### config.mk
export PLATFORM = sky130hd
export DESIGN_NAME = cam_pattern_tx
export DESIGN_NICKNAME = d
export VERILOG_FILES = /design/src/rtl/cam_pkg.sv /design/src/rtl/cam_pixel_gen.sv /design/src/rtl/cam_pattern_tx.sv
export SDC_FILE = /design/constraint.sdc
export NUM_CORES = 1
export LEC_CHECK = 0
export CELL_PAD_IN_SITES_DETAIL_PLACEMENT = 2
export CELL_PAD_IN_SITES_GLOBAL_PLACEMENT = 2
export CORE_MARGIN = 4
export CORE_UTILIZATION = 38
export DETAILED_ROUTE_END_ITERATION = 12
export PLACE_DENSITY_LB_ADDON = 0.1
export SLEW_MARGIN = 20
export SYNTH_ARGS = -nofsm -noshare
export SYNTH_HDL_FRONTEND = slang
export SYNTH_SLANG_ARGS = --single-unit
### constraint.sdc
create_clock -name clk -period 3.3 [get_ports clk]
set_clock_uncertainty 0.1 [all_clocks]
set_input_delay 0.66 -clock clk [delete_from_list [all_inputs] [get_ports clk]]
set_output_delay 0.66 -clock clk [all_outputs]
set_load 0.1 [all_outputs]
### src/rtl/cam_pkg.sv
// cam_pkg: shared definitions for the camera test-pattern transmitter.
//   cam_state_e  - frame timing FSM states
//   cam_mode_e   - pattern select encodings (mode input)
//   BAR_*        - RGB565 colours of the eight colour bars, left to right
//   bar_color()  - maps a bar index (0..7) to its RGB565 colour
package cam_pkg;

  typedef enum logic [2:0] {
    ST_IDLE   = 3'd0,
    ST_VSYNC  = 3'd1,
    ST_VBACK  = 3'd2,
    ST_ACTIVE = 3'd3,
    ST_VFRONT = 3'd4
  } cam_state_e;

  typedef enum logic [1:0] {
    MODE_BARS  = 2'd0,
    MODE_GRAD  = 2'd1,
    MODE_CHECK = 2'd2,
    MODE_SOLID = 2'd3
  } cam_mode_e;

  // Width of the pixel coordinates handed to the pattern generator.
  localparam int unsigned COORD_W = 16;

  localparam int unsigned NUM_BARS = 8;

  localparam logic [15:0] BAR_WHITE   = 16'hFFFF;
  localparam logic [15:0] BAR_YELLOW  = 16'hFFE0;
  localparam logic [15:0] BAR_CYAN    = 16'h07FF;
  localparam logic [15:0] BAR_GREEN   = 16'h07E0;
  localparam logic [15:0] BAR_MAGENTA = 16'hF81F;
  localparam logic [15:0] BAR_RED     = 16'hF800;
  localparam logic [15:0] BAR_BLUE    = 16'h001F;
  localparam logic [15:0] BAR_BLACK   = 16'h0000;

  function automatic logic [15:0] bar_color(input logic [2:0] idx);
    logic [15:0] c;
    case (idx)
      3'd0:    c = BAR_WHITE;
      3'd1:    c = BAR_YELLOW;
      3'd2:    c = BAR_CYAN;
      3'd3:    c = BAR_GREEN;
      3'd4:    c = BAR_MAGENTA;
      3'd5:    c = BAR_RED;
      3'd6:    c = BAR_BLUE;
      default: c = BAR_BLACK;
    endcase
    return c;
  endfunction

endpackage

### src/rtl/cam_pixel_gen.sv
// cam_pixel_gen: combinational pattern colour selection.
//   x_i        pixel column within the active line
//   y_i        active-line index within the frame
//   bar_idx_i  colour-bar index (0..7), maintained by the caller's counters
//   mode_i     pattern select
//   solid_i    RGB565 colour used in solid mode
//   rgb_o      RGB565 colour of the pixel at (x_i, y_i)
module cam_pixel_gen
  import cam_pkg::*;
(
  input  logic [COORD_W-1:0] x_i,
  input  logic [COORD_W-1:0] y_i,
  input  logic [2:0]         bar_idx_i,
  input  cam_mode_e          mode_i,
  input  logic [15:0]        solid_i,
  output logic [15:0]        rgb_o
);

  // Coordinate bits that no pattern looks at.
  logic unused_coord_bits;
  assign unused_coord_bits = ^{x_i[COORD_W-1:8], x_i[1:0], y_i[COORD_W-1:6], y_i[4:0]};

  always_comb begin
    rgb_o = '0;
    unique case (mode_i)
      MODE_BARS:  rgb_o = bar_color(bar_idx_i);
      // Column replicated into all three channels gives a grey ramp.
      MODE_GRAD:  rgb_o = {x_i[7:3], x_i[7:2], x_i[7:3]};
      // 32x32-pixel squares.
      MODE_CHECK: rgb_o = (x_i[5] ^ y_i[5]) ? '1 : '0;
      MODE_SOLID: rgb_o = solid_i;
      default:    rgb_o = '0;
    endcase
  end

endmodule

### src/rtl/cam_pattern_tx.sv
// cam_pattern_tx: emulates a parallel camera sensor emitting test patterns as an
// RGB565 byte stream (two bytes per pixel, one byte per clock).
//   clk, rst_n   clock, asynchronous active-low reset
//   enable       level; while high, frames are produced back to back
//   mode         pattern select (bars / gradient / checkerboard / solid)
//   solid_color  RGB565 colour for solid mode
//   cam_vsync    high for the vsync lines of each frame
//   cam_href     high while an active line's bytes are valid
//   cam_data     byte stream, 8'h00 while cam_href is low
//   busy         high from frame start to frame end
//   frame_done   one-cycle pulse on the last cycle of a frame
module cam_pattern_tx
  import cam_pkg::*;
#(
  parameter int unsigned H_ACTIVE    = 640,
  parameter int unsigned H_BLANK     = 144,
  parameter int unsigned V_ACTIVE    = 480,
  parameter int unsigned VSYNC_LINES = 3,
  parameter int unsigned V_BACK      = 17,
  parameter int unsigned V_FRONT     = 10
) (
  input  logic        clk,
  input  logic        rst_n,
  input  logic        enable,
  input  logic [1:0]  mode,
  input  logic [15:0] solid_color,
  output logic        cam_vsync,
  output logic        cam_href,
  output logic [7:0]  cam_data,
  output logic        busy,
  output logic        frame_done
);

  localparam int unsigned LINE_CYC  = 2 * (H_ACTIVE + H_BLANK);
  localparam int unsigned BYTE_W    = $clog2(LINE_CYC);
  localparam int unsigned MAX_VL    = (VSYNC_LINES > V_BACK) ? VSYNC_LINES : V_BACK;
  localparam int unsigned MAX_VA    = (V_ACTIVE > V_FRONT) ? V_ACTIVE : V_FRONT;
  localparam int unsigned MAX_LINES = (MAX_VL > MAX_VA) ? MAX_VL : MAX_VA;
  localparam int unsigned LINE_W    = $clog2(MAX_LINES + 1);
  localparam int unsigned COL_W     = $clog2(H_ACTIVE);
  localparam int unsigned BAR_PX    = H_ACTIVE / NUM_BARS;
  localparam int unsigned BAR_W     = (BAR_PX > 1) ? $clog2(BAR_PX) : 1;

  localparam logic [BYTE_W-1:0] BYTE_LAST   = BYTE_W'(LINE_CYC - 1);
  localparam logic [BYTE_W-1:0] HREF_END    = BYTE_W'(2 * H_ACTIVE);
  localparam logic [COL_W-1:0]  COL_LAST    = COL_W'(H_ACTIVE - 1);
  localparam logic [BAR_W-1:0]  BAR_LAST    = BAR_W'(BAR_PX - 1);
  localparam logic [LINE_W-1:0] VFRONT_LAST = LINE_W'(V_FRONT - 1);

  cam_state_e        state_q,   state_d;
  logic [BYTE_W-1:0] byte_q,    byte_d;
  logic [LINE_W-1:0] line_q,    line_d;
  logic [COL_W-1:0]  col_q,     col_d;
  logic [BAR_W-1:0]  bar_px_q,  bar_px_d;
  logic [2:0]        bar_idx_q, bar_idx_d;
  cam_mode_e         mode_q,    mode_d;
  logic [15:0]       solid_q,   solid_d;

  logic              vsync_q,   vsync_d;
  logic              href_q,    href_d;
  logic [7:0]        data_q,    data_d;
  logic              busy_q,    busy_d;
  logic              done_q,    done_d;

  logic [LINE_W-1:0] lines_last;
  logic              last_byte;
  logic              last_line;
  logic [15:0]       rgb;

  // Index of the final line of the current state.
  always_comb begin
    lines_last = '0;
    unique case (state_q)
      ST_VSYNC:  lines_last = LINE_W'(VSYNC_LINES - 1);
      ST_VBACK:  lines_last = LINE_W'(V_BACK - 1);
      ST_ACTIVE: lines_last = LINE_W'(V_ACTIVE - 1);
      ST_VFRONT: lines_last = VFRONT_LAST;
      default:   lines_last = '0;
    endcase
  end

  assign last_byte = (byte_q == BYTE_LAST);
  assign last_line = (line_q == lines_last);

  // Next-state and counter logic.
  always_comb begin
    state_d   = state_q;
    byte_d    = byte_q;
    line_d    = line_q;
    col_d     = col_q;
    bar_px_d  = bar_px_q;
    bar_idx_d = bar_idx_q;
    mode_d    = mode_q;
    solid_d   = solid_q;

    if (state_q == ST_IDLE) begin
      // Counters are already zero in IDLE.
      if (enable) begin
        state_d = ST_VSYNC;
      end
    end else if (last_byte) begin
      byte_d    = '0;
      col_d     = '0;
      bar_px_d  = '0;
      bar_idx_d = '0;
      if (last_line) begin
        line_d = '0;
        unique case (state_q)
          ST_VSYNC:  state_d = ST_VBACK;
          ST_VBACK:  state_d = ST_ACTIVE;
          ST_ACTIVE: state_d = ST_VFRONT;
          ST_VFRONT: state_d = enable ? ST_VSYNC : ST_IDLE;
          default:   state_d = ST_IDLE;
        endcase
      end else begin
        line_d = line_q + 1'b1;
      end
    end else begin
      byte_d = byte_q + 1'b1;
      // Column advances after the second byte of each pixel and holds at the
      // last active pixel through blanking; the bar index rides along with a
      // pixel-in-bar counter instead of dividing the column.
      if (byte_q[0] && (col_q != COL_LAST)) begin
        col_d = col_q + 1'b1;
        if (bar_px_q == BAR_LAST) begin
          bar_px_d  = '0;
          bar_idx_d = bar_idx_q + 3'd1;
        end else begin
          bar_px_d = bar_px_q + 1'b1;
        end
      end
    end

    // Pattern settings are frozen for the whole frame at vsync entry.
    if ((state_d == ST_VSYNC) && (state_q != ST_VSYNC)) begin
      mode_d  = cam_mode_e'(mode);
      solid_d = solid_color;
    end
  end

  cam_pixel_gen u_pixel_gen (
    .x_i       (COORD_W'(col_d)),
    .y_i       (COORD_W'(line_d)),
    .bar_idx_i (bar_idx_d),
    .mode_i    (mode_q),
    .solid_i   (solid_q),
    .rgb_o     (rgb)
  );

  // Outputs are decoded from the next state/counters and registered, so every
  // output lines up with the cycle in which the FSM occupies that position.
  always_comb begin
    vsync_d = (state_d == ST_VSYNC);
    href_d  = (state_d == ST_ACTIVE) && (byte_d < HREF_END);
    busy_d  = (state_d != ST_IDLE);
    done_d  = (state_d == ST_VFRONT) && (line_d == VFRONT_LAST) && (byte_d == BYTE_LAST);
    data_d  = '0;
    if (href_d) begin
      data_d = byte_d[0] ? rgb[7:0] : rgb[15:8];
    end
  end

  always_ff @(posedge clk or negedge rst_n) begin
    if (!rst_n) begin
      state_q   <= ST_IDLE;
      byte_q    <= '0;
      line_q    <= '0;
      col_q     <= '0;
      bar_px_q  <= '0;
      bar_idx_q <= '0;
      mode_q    <= MODE_BARS;
      solid_q   <= '0;
      vsync_q   <= 1'b0;
      href_q    <= 1'b0;
      data_q    <= '0;
      busy_q    <= 1'b0;
      done_q    <= 1'b0;
    end else begin
      state_q   <= state_d;
      byte_q    <= byte_d;
      line_q    <= line_d;
      col_q     <= col_d;
      bar_px_q  <= bar_px_d;
      bar_idx_q <= bar_idx_d;
      mode_q    <= mode_d;
      solid_q   <= solid_d;
      vsync_q   <= vsync_d;
      href_q    <= href_d;
      data_q    <= data_d;
      busy_q    <= busy_d;
      done_q    <= done_d;
    end
  end

  assign cam_vsync  = vsync_q;
  assign cam_href   = href_q;
  assign cam_data   = data_q;
  assign busy       = busy_q;
  assign frame_done = done_q;

endmodule

* Word level (Yosys, flattened, before mapping)
Cells that the tools add are included.
** Storage, ports and cells
- Memories kept :: 0
- Output and inout port bits :: 12
- Input bits :: 21
- RAM bits :: 0
- Bits in latches :: 0
- Bits in registers :: 73
- Bits in read-only memories :: 0
** Operators by class
- Div/mod/pow operators :: 0
- Multipliers :: 0
- Multiplexer cells :: 27
- Bitwise gates (word level) :: 2
- Reductions and logical operators :: 11
- Equal/unequal tests :: 23
- Add/subtract/negate cells :: 5
- Shift operators :: 0
- $lt $le $gt $ge :: 1
** Operator list (count)
- $pmux 16 s7 :: 1
- $pmux 16 s4 :: 1
- $pmux 9 s4 :: 1
- $mux 9 :: 3
- $mux 3 :: 8
- $mux 8 :: 3
- $eq 11x11->1 const B :: 2
- $mux 11 :: 2
- $mux 7 :: 3
- $mux 10 :: 2
- $mux 16 :: 1
- $eq 3x2->1 const B :: 5
- $eq 3x3->1 const B :: 5
- $pmux 3 s4 :: 1
- $add 11x1->11 const B :: 1
- $lt 11x11->1 const B :: 1
- $add 10x1->10 const B :: 1
- $ne 10x10->1 const B :: 1
- $add 9x1->9 const B :: 1
- $eq 3x1->1 const B :: 3
- $eq 9x4->1 const B :: 1
- $eq 9x9->1 :: 1
- $add 7x1->7 const B :: 1
- $eq 7x7->1 const B :: 1
- other kinds (13) :: 19

* Logic depth before layout (Yosys ltp)
Gate-level depths: netlist of the first run.
- Depth after elaboration :: 11
- Gate-level depth with buffers :: 10
- Mapped depth without buffers :: 8

* Cells and area by module
A second synthesis of the first run with hierarchy kept.
** Unflattened totals
- Cell total of the unflattened synthesis :: 360
- Area total of the unflattened synthesis :: 4065.1 um^2
** Modules (own cells, without submodules)
- cam_pattern_tx :: instances 1, area an instance 3618.5 um^2, cells each 335
- cam_pixel_gen :: instances 1, area an instance 446.7 um^2, cells each 25

* Worst setup path after synthesis of the first run
Ideal clock, no wire load.
- Path kind :: register -> register
- From :: reg state_q[0]
- To :: reg data_q[7] (netlist: cam_data[7])
- Required time :: 3057 ps
- Stages on the path, launching flop included :: 11
- Data arrival time :: 2400 ps
- Library setup time :: 143 ps
- Clock period less this slack :: 2643 ps
- Setup slack :: 657 ps
- Cells stage by stage :: dfrtp_1 -> buf_6 -> o311a_4 -> and3_4 -> buf_6 -> a311o_1 -> and3b_1 -> o311a_1 -> buf_6 -> a2111oi_4 -> o32ai_1
** Between the ends
- Cells in the longest elaborated chain, start to end :: 11
** RTL lines
- start: declaration :: line cam_pattern_tx.sv:50 : cam_state_e state_q, state_d;
- start signal: assignment :: line cam_pattern_tx.sv:179 : state_q <= state_d;
- $eq 3x3->1 (tied with other cells) :: line cam_pattern_tx.sv:73, cam_pattern_tx.sv:108
- $pmux 9 s4 :: line cam_pattern_tx.sv:73 : unique case (state_q)
- $eq 9x9->1 :: line cam_pattern_tx.sv:83 : assign last_line = (line_q == lines_last);
- $mux 9 :: line cam_pattern_tx.sv:106 : if (last_line) begin
- $mux 9 :: line cam_pattern_tx.sv:101 : end else if (last_byte) begin
- $mux 9 :: line cam_pattern_tx.sv:96 : if (state_q == ST_IDLE) begin
- $xor 1x1->1 :: line cam_pixel_gen.sv:30 : MODE_CHECK: rgb_o = (x_i[5] ^ y_i[5]) ? '1 : '0;
- $mux 16 :: line cam_pixel_gen.sv:30
- $pmux 16 s4 :: line cam_pixel_gen.sv:25 : unique case (mode_i)
- $mux 8 :: line cam_pattern_tx.sv:159 : data_d = byte_d[0] ? rgb[7:0] : rgb[15:8];
- $mux 8 (*) :: line cam_pattern_tx.sv:158 : if (href_d) begin
- net data_d[7] :: line cam_pattern_tx.sv:61 : logic [7:0] data_q, data_d;
- end signal: assignment :: line cam_pattern_tx.sv:189 : data_q <= data_d;
- end: declaration :: line cam_pattern_tx.sv:61
The timed path passes the listed nets; every way through them passes the cells marked *.
A chain may end at the register's enable or synchronous reset.

* Worst setup path after layout of the first run
- From :: reg state_q[2]
- To :: reg data_q[6] (netlist: cam_data[6])
Same word-level chain as after synthesis.

==> results of run 1 <==
## cells in the mapped netlist (2+ instances only)
library cell  count  area share
o221ai_1          3      0.0066
o211ai_1          2      0.0038
nand2_2           2      0.0031
a2111oi_0         4      0.0088
nor2_1           35       0.033
ha_1              5       0.016
a2111oi_4         2       0.014
nand4_1           8       0.013
and3_1            7       0.011
a31oi_1           5      0.0079
o21ai_0          13       0.016
nor2b_1           6      0.0094
dfrtp_1          73        0.46
o32a_1            2      0.0050
nand3_1          17       0.021
o31ai_1           4      0.0075
nand2_1          38       0.036
mux2i_1           3      0.0075
buf_2             3      0.0038
inv_1            11       0.010
nor3_1            8       0.010
buf_6             3      0.0085
o31a_1            3      0.0066
a21o_1            2      0.0038
nor4_1            3      0.0047
and2_1            5      0.0079
a21oi_1          17       0.021
clkbuf_1          8      0.0075
a211o_1           2      0.0044
a311oi_1          2      0.0044
and4b_1           2      0.0050
a211oi_1          7       0.013
or3_1             2      0.0031
a311o_1           2      0.0050
o22ai_1           2      0.0031
xnor2_1          14       0.031
o32ai_1           3      0.0066
mux2_2           18       0.051
and3b_1           2      0.0044
or2_2             3      0.0047
xor2_1            6       0.013
nor3b_1           2      0.0038
and4_1            3      0.0066
## cells by family after synthesis
kind of cell / Yosys count
adders and majority gates: 5
xor gates and xnor gates: 21
muxes: 21
DFF: 73
and+or+nand+nor: 153
AOI/OAI and AO/OA: 91
buffers and inverters: 27
## worst max-delay path: cells and delay by family, from the launching register on
kind | cells | cell delay (ns)
xor gates and xnor gates | 1 | 0.38
DFF | 1 | 0.61
and+or+nand+nor | 4 | 1.20
AOI/OAI and AO/OA | 2 | 0.62
## sequential cells by signal, summed over array words and instances, names as in the netlist
signal and cells:
frame_done 1, solid_q 16, state_q 3, cam_data 8, bar_idx_q 3, busy 1
cam_vsync 1, mode_q 2, col_q 10, byte_q 11, line_q 9, cam_href 1
bar_px_q 7
## through the flow
stage	power (mW)	setup slack [ns]
floorplan	1.576	0.6571
global placement	1.752	0.2996
detailed placement	1.789	0.1319
CTS	2.663	0.1075
global route	2.809	-0.007934
finish	2.632	0.2694
## area by class of cell
type	count	area (um^2)	area share
clock buffers	10	127.6	0.02732
clock inverters	5	105.1	0.02250
inverters	11	41.29	0.008838
multi-input cells	291	2028	0.4341
flip-flops and latches	73	1829	0.3915
well taps	136	170.2	0.03642
repair buffers	43	370.4	0.07927
## report_power, final
| part | switching [mW] | leakage, nW | total [mW] | internal (mW) |
|---|---|---|---|---|
| combinational | 0.309 | 0.943 | 0.567 | 0.258 |
| clock | 0.362 | 0.109 | 0.861 | 0.499 |
| sequential | 0.168 | 0.935 | 1.20 | 1.04 |
## final timing paths
kind | slack (ns) | end | cells past startpoint | startpoint
worst max-delay path | 0.27 | cam_data[6]$_DFF_PN0_ | 7 | state_q[2]$_DFF_PN0_
worst min-delay path | 0.34 | bar_px_q[3]$_DFFE_PN0P_ | 1 | rst_n
worst max register to register | 0.27 | cam_data[6]$_DFF_PN0_ | 7 | state_q[2]$_DFF_PN0_
worst min register to register | 0.40 | col_q[9]$_DFFE_PN0P_ | 1 | col_q[9]$_DFFE_PN0P_
max in group asynchronous | 2.07 | state_q[1]$_DFF_PN0_ | 1 | rst_n
min in group clk | 0.40 | col_q[9]$_DFFE_PN0P_ | 1 | col_q[9]$_DFFE_PN0P_
## repair_timing
action	CTS	global route
resized for setup	0	4
setup endpoints to repair	0	8
hold endpoints to repair	0	0
## routing by layer
metal | vias up | part of all wire | track usage
met1 | 1657 | 0.48 | 0.2909
met4 | 0 | 0.015 | 0.06069
met2 | 32 | 0.48 | 0.3215
met5 | - | 0 | 0
met3 | 14 | 0.020 | 0.03553
li1 | 1517 | - | -
==> flow_metrics.tcl, run 1 <==
set metrics [dict create \
    outcome "finished, final reports clean" \
    layout_common_cells "dfrtp_1, nand2_1, nor2_1, buf_4, clkdlybuf4s50_1" \
    max_clock_freq_ghz 0.3300 \
    setup-tns-final_ns 0 \
    fp.dieH_um 110.3 \
    layout-drive-gt1-share 0.1778 \
    hold_ws_ns 0.3436 \
    max-vdd-ir-drop_v 0.0001946 \
    setup_viol 0 \
    routed_wl_um 11510 \
    worstPathArrival_ns 3.18 \
    power_density_nw_per_um2 563.3 \
    synth-seq-area-share 0.4593 \
    cpMaxStageDelayCell "dfrtp_1" \
    synth_xor_area_frac 0.04813 \
    ys_async_sr_fraction 1.000 \
    htree_levels 3 \
    synth_fa_ha_area_frac 0.01573 \
    mostFrequentLayoutCell "dfrtp_1" \
    io_pins 33 \
    drc 0 \
    ys_warn_count 0 \
    worstPathMaxFanout 13 \
    syn_inst 391 \
    vias 3220 \
    synth_area_um2 3978 \
    finish.instance_area_um2 4672 \
    drt_first_pass_iters 4 \
    synth_compound_gate_area_share 0.1824 \
    cts_hold_buffers 0 \
    portBuffers 32 \
    syn_nets 417 \
    max_stage_delay_ns 0.61 \
    cts.sinks 73 \
    yosysUniqueCellTypes 72 \
    drv_cap 0 \
    grt_pass1_vias 3552 \
    cts_tree "yes" \
    period_needed_ns 3.031 \
    final_core_util 0.4546 \
    crit_chain "and3b_1 > or4_1 > nand2_2 > nand3b_2 > xnor2_2 > o311ai_1 > o32ai_1" \
    required_ns 3.45 \
    critPathKind "reg -> reg" \
    start_util 0.3870 \
    syn_to_final_growth_pct 17.46 \
    cts_buffers 9 \
    synth_edf_count 0 \
    worstSetupStartpointType "register" \
    nNetsFinal 455 \
    num_antenna_cells 0 \
    hold_violations 0 \
    leakage_nw 1.987 \
    dieArea_um2 12170 \
    synth-simple-area-share 0.2029 \
    relSlewSlack 0.2979 \
    cts-root-buf "clkbuf_8" \
    gp_congestion 0.7792 \
    place_hpwl_um 8216 \
    antenna_found_initial 0 \
    postCtsSetupBuffers 0 \
    ys_ff_latch 73 \
    cts.clk_slew.worst_paths_ns 0.08 \
    grt_first_pass_wirelength_um 19180 \
    die_w_um 110.3 \
    worst_pin_slew_ns 1.052 \
    dpl_cell_area_um2 4428 \
    clockBufferDepth 2 \
    dp_cells 554 \
    grtUsageTotal 0.2052 \
    ant_nets 0 \
    grt_max_degree 74 \
    hp-class "in -> async" \
    synth.area.mux_share 0.05851 \
    via_per_inst 5.659 \
    slew_violations 0 \
    routedWlPerCell_um 20.22 \
    num_rows 37 \
    synth-main-ff-cell "dfrtp_1" \
    finalCritPeriodShare 0.9184 \
    drtIter0Drc 131 \
    core_um2 10280 \
    fillers 1095 \
    avgSynthCellArea_um2 10.17 \
    clk_latency_ns 0.36 \
    cp-end-kind "register" \
    fin_cells 569 \
    overflow 0 \
    synth_top_family_by_area "simple AND/OR/NAND/NOR gates" \
]
(Power assumes the default switching activity.)
==> inputs of run 2 (changes only) <==
--- a/config.mk
+++ b/config.mk
@@ -11,7 +11,6 @@
 export CORE_UTILIZATION = 38
 export DETAILED_ROUTE_END_ITERATION = 12
 export PLACE_DENSITY_LB_ADDON = 0.1
-export SLEW_MARGIN = 20
 export SYNTH_ARGS = -nofsm -noshare
 export SYNTH_HDL_FRONTEND = slang
 export SYNTH_SLANG_ARGS = --single-unit
==> results of run 2 <==
No change in the layout: final DEF, timing and power equal those of run 1.
==> inputs of run 3 (changes only) <==
==> constraint.sdc (replaced) <==
create_clock -name clk -period 2.98 [get_ports clk]
set_clock_uncertainty 0.1 [all_clocks]
set_input_delay 0.596 -clock clk [delete_from_list [all_inputs] [get_ports clk]]
set_output_delay 0.596 -clock clk [all_outputs]
set_load 0.1 [all_outputs]
==> flow_metrics.tcl, run 3 (same netlist as run 1, synthesis figures left out) <==
set metrics [dict create \
    gp_congestion 0.7712 \
    syn_to_final_growth_pct 18.15 \
    drtIter0Drc 121 \
    finalCritPeriodShare 0.9411 \
    cp-end-kind "register" \
    setup_viol 0 \
    dieArea_um2 12170 \
    nNetsFinal 463 \
    regMostFlops "solid_q" \
    routed_wl_um 11080 \
    cts_tree "yes" \
    rsz0062_at_grt "yes" \
    max_stage_delay_ns 0.47 \
    ant_nets 0 \
    cts.sinks 73 \
    cpMaxStageDelayCell "o311a_4" \
    multi_input_area_um2 2042 \
    relSlewSlack 0.2892 \
    core_um2 10280 \
    period_needed_ns 2.804 \
    fillers 1099 \
    regArea_um2 1828 \
    setup-tns-final_ns 0 \
    htree_levels 3 \
    hold_ws_ns 0.2692 \
    drv_cap 0 \
    clockBufferDepth 2 \
    leakage_nw 2.008 \
    slew_violations 0 \
    start_util 0.3870 \
    top_regs "solid_q x16, byte_q x11, col_q x10" \
    grt_pass1_vias 3464 \
    portBuffers 32 \
    reg2reg_slack_ns 0.18 \
    hp-class "in -> async" \
    via_per_inst 5.626 \
    required_ns 3.10 \
    drt_first_pass_iters 4 \
    critPathKind "reg -> reg" \
    cts-root-buf "clkbuf_8" \
    clk_latency_ns 0.36 \
    worst_pin_slew_ns 1.066 \
    crit_chain "buf_4 > o311a_4 > and3_4 > a311o_1 > and3b_1 > o311a_4 > a211oi_1 > o32ai_1" \
    num_antenna_cells 0 \
    worstPathMaxFanout 10 \
    routedWlPerCell_um 19.17 \
    grtUsageTotal 0.2002 \
    overflow 0 \
    fp.dieH_um 110.3 \
    max-vdd-ir-drop_v 0.0002267 \
    die_w_um 110.3 \
    cts.clk_slew.worst_paths_ns 0.08 \
    vias 3252 \
    cts_buffers 9 \
    mostFrequentLayoutCell "dfrtp_1" \
    outcome "finished, final reports clean" \
    place_hpwl_um 8172 \
    cpMostUsedCell "o311a_4" \
    max_clock_freq_ghz 0.3566 \
    p_total_mw 2.746 \
    fin_ws_ns 0.1756 \
    grt_max_degree 74 \
    worstSetupStartpointType "register" \
    drc 0 \
    pre_cts_slack_ns -0.04618 \
    cp.buffers_inverters 1 \
    largest_register_ffs 16 \
    grt_first_pass_wirelength_um 18640 \
    hold_violations 0 \
    power_density_nw_per_um2 584.2 \
    cp_top_family "compound AO/OA/AOI/OAI gates" \
    layout-drive-gt1-share 0.1946 \
    antenna_found_initial 0 \
    io_pins 33 \
    layout_common_cells "dfrtp_1, nand2_1, nor2_1, buf_4, clkdlybuf4s50_1" \
    worstPathArrival_ns 2.93 \
    num_rows 37 \
]
run 3: cell count changes in the layout (fill, tap and decap cells not counted), moves of 2 or more:
cell	change
buf_4	+8
a211oi_2	+2
bufinv_16	-2
clkinv_2	+2
run 3: through the flow:
stage                     area, um^2  cells  utilization
after floorplan                 3978    391            -
after global placement          4488    562       0.4367
after detailed placement        4488    562       0.4367
after CTS                       4677    578       0.4551
after global routing            4700    578       0.4573
final                           4700    578       0.4573
run 3: layout make-up:
type / count / area share
clock buffers: 11 / 0.02796
multi-input cells: 291 / 0.4345
repair buffers: 51 / 0.09159
flip-flops and latches: 73 / 0.3890
inverters: 11 / 0.008786
clock inverters: 5 / 0.01198
well taps: 136 / 0.03621
run 3: per-layer routing:
layer	wire length, um	track usage	part of all wire
met3	229	0.02970	0.021
met1	5448	0.2828	0.49
met5	0	0	0
met4	102	0.07036	0.0092
met2	5302	0.3128	0.48
run 3: path summary, 6_finish.rpt:
check,depth (start not counted),start,end
min in group clk,1,col_q[9]$_DFFE_PN0P_,col_q[9]$_DFFE_PN0P_
worst min-delay path,1,rst_n,bar_px_q[2]$_DFFE_PN0P_
worst max-delay path,8,state_q[2]$_DFF_PN0_,cam_data[6]$_DFF_PN0_
worst min register to register,1,col_q[9]$_DFFE_PN0P_,col_q[9]$_DFFE_PN0P_
max in group asynchronous,1,rst_n,state_q[1]$_DFF_PN0_
worst max register to register,8,state_q[2]$_DFF_PN0_,cam_data[6]$_DFF_PN0_
run 3: what timing repair did:
item	in CTS	in global routing
hold buffers	0	0
setup buffers	0	0
pin swaps	0	1
gates resized for setup	1	6
setup endpoints to repair	7	7
run 3: worst register-to-register path: cells and delay by family (launching register included):
family | cells | cell delay, ns
and+or+nand+nor | 2 | 0.37
buffers and inverters | 1 | 0.19
DFF | 1 | 0.46
AOI/OAI and AO/OA | 5 | 1.55
run 3: power by group:
group	switching [mW]	internal, mW	leakage, nW
Sequential	0.191	1.15	0.936
Clock	0.389	0.386	0.0933
Combinational	0.336	0.295	0.980
Total	0.917	1.83	2.01
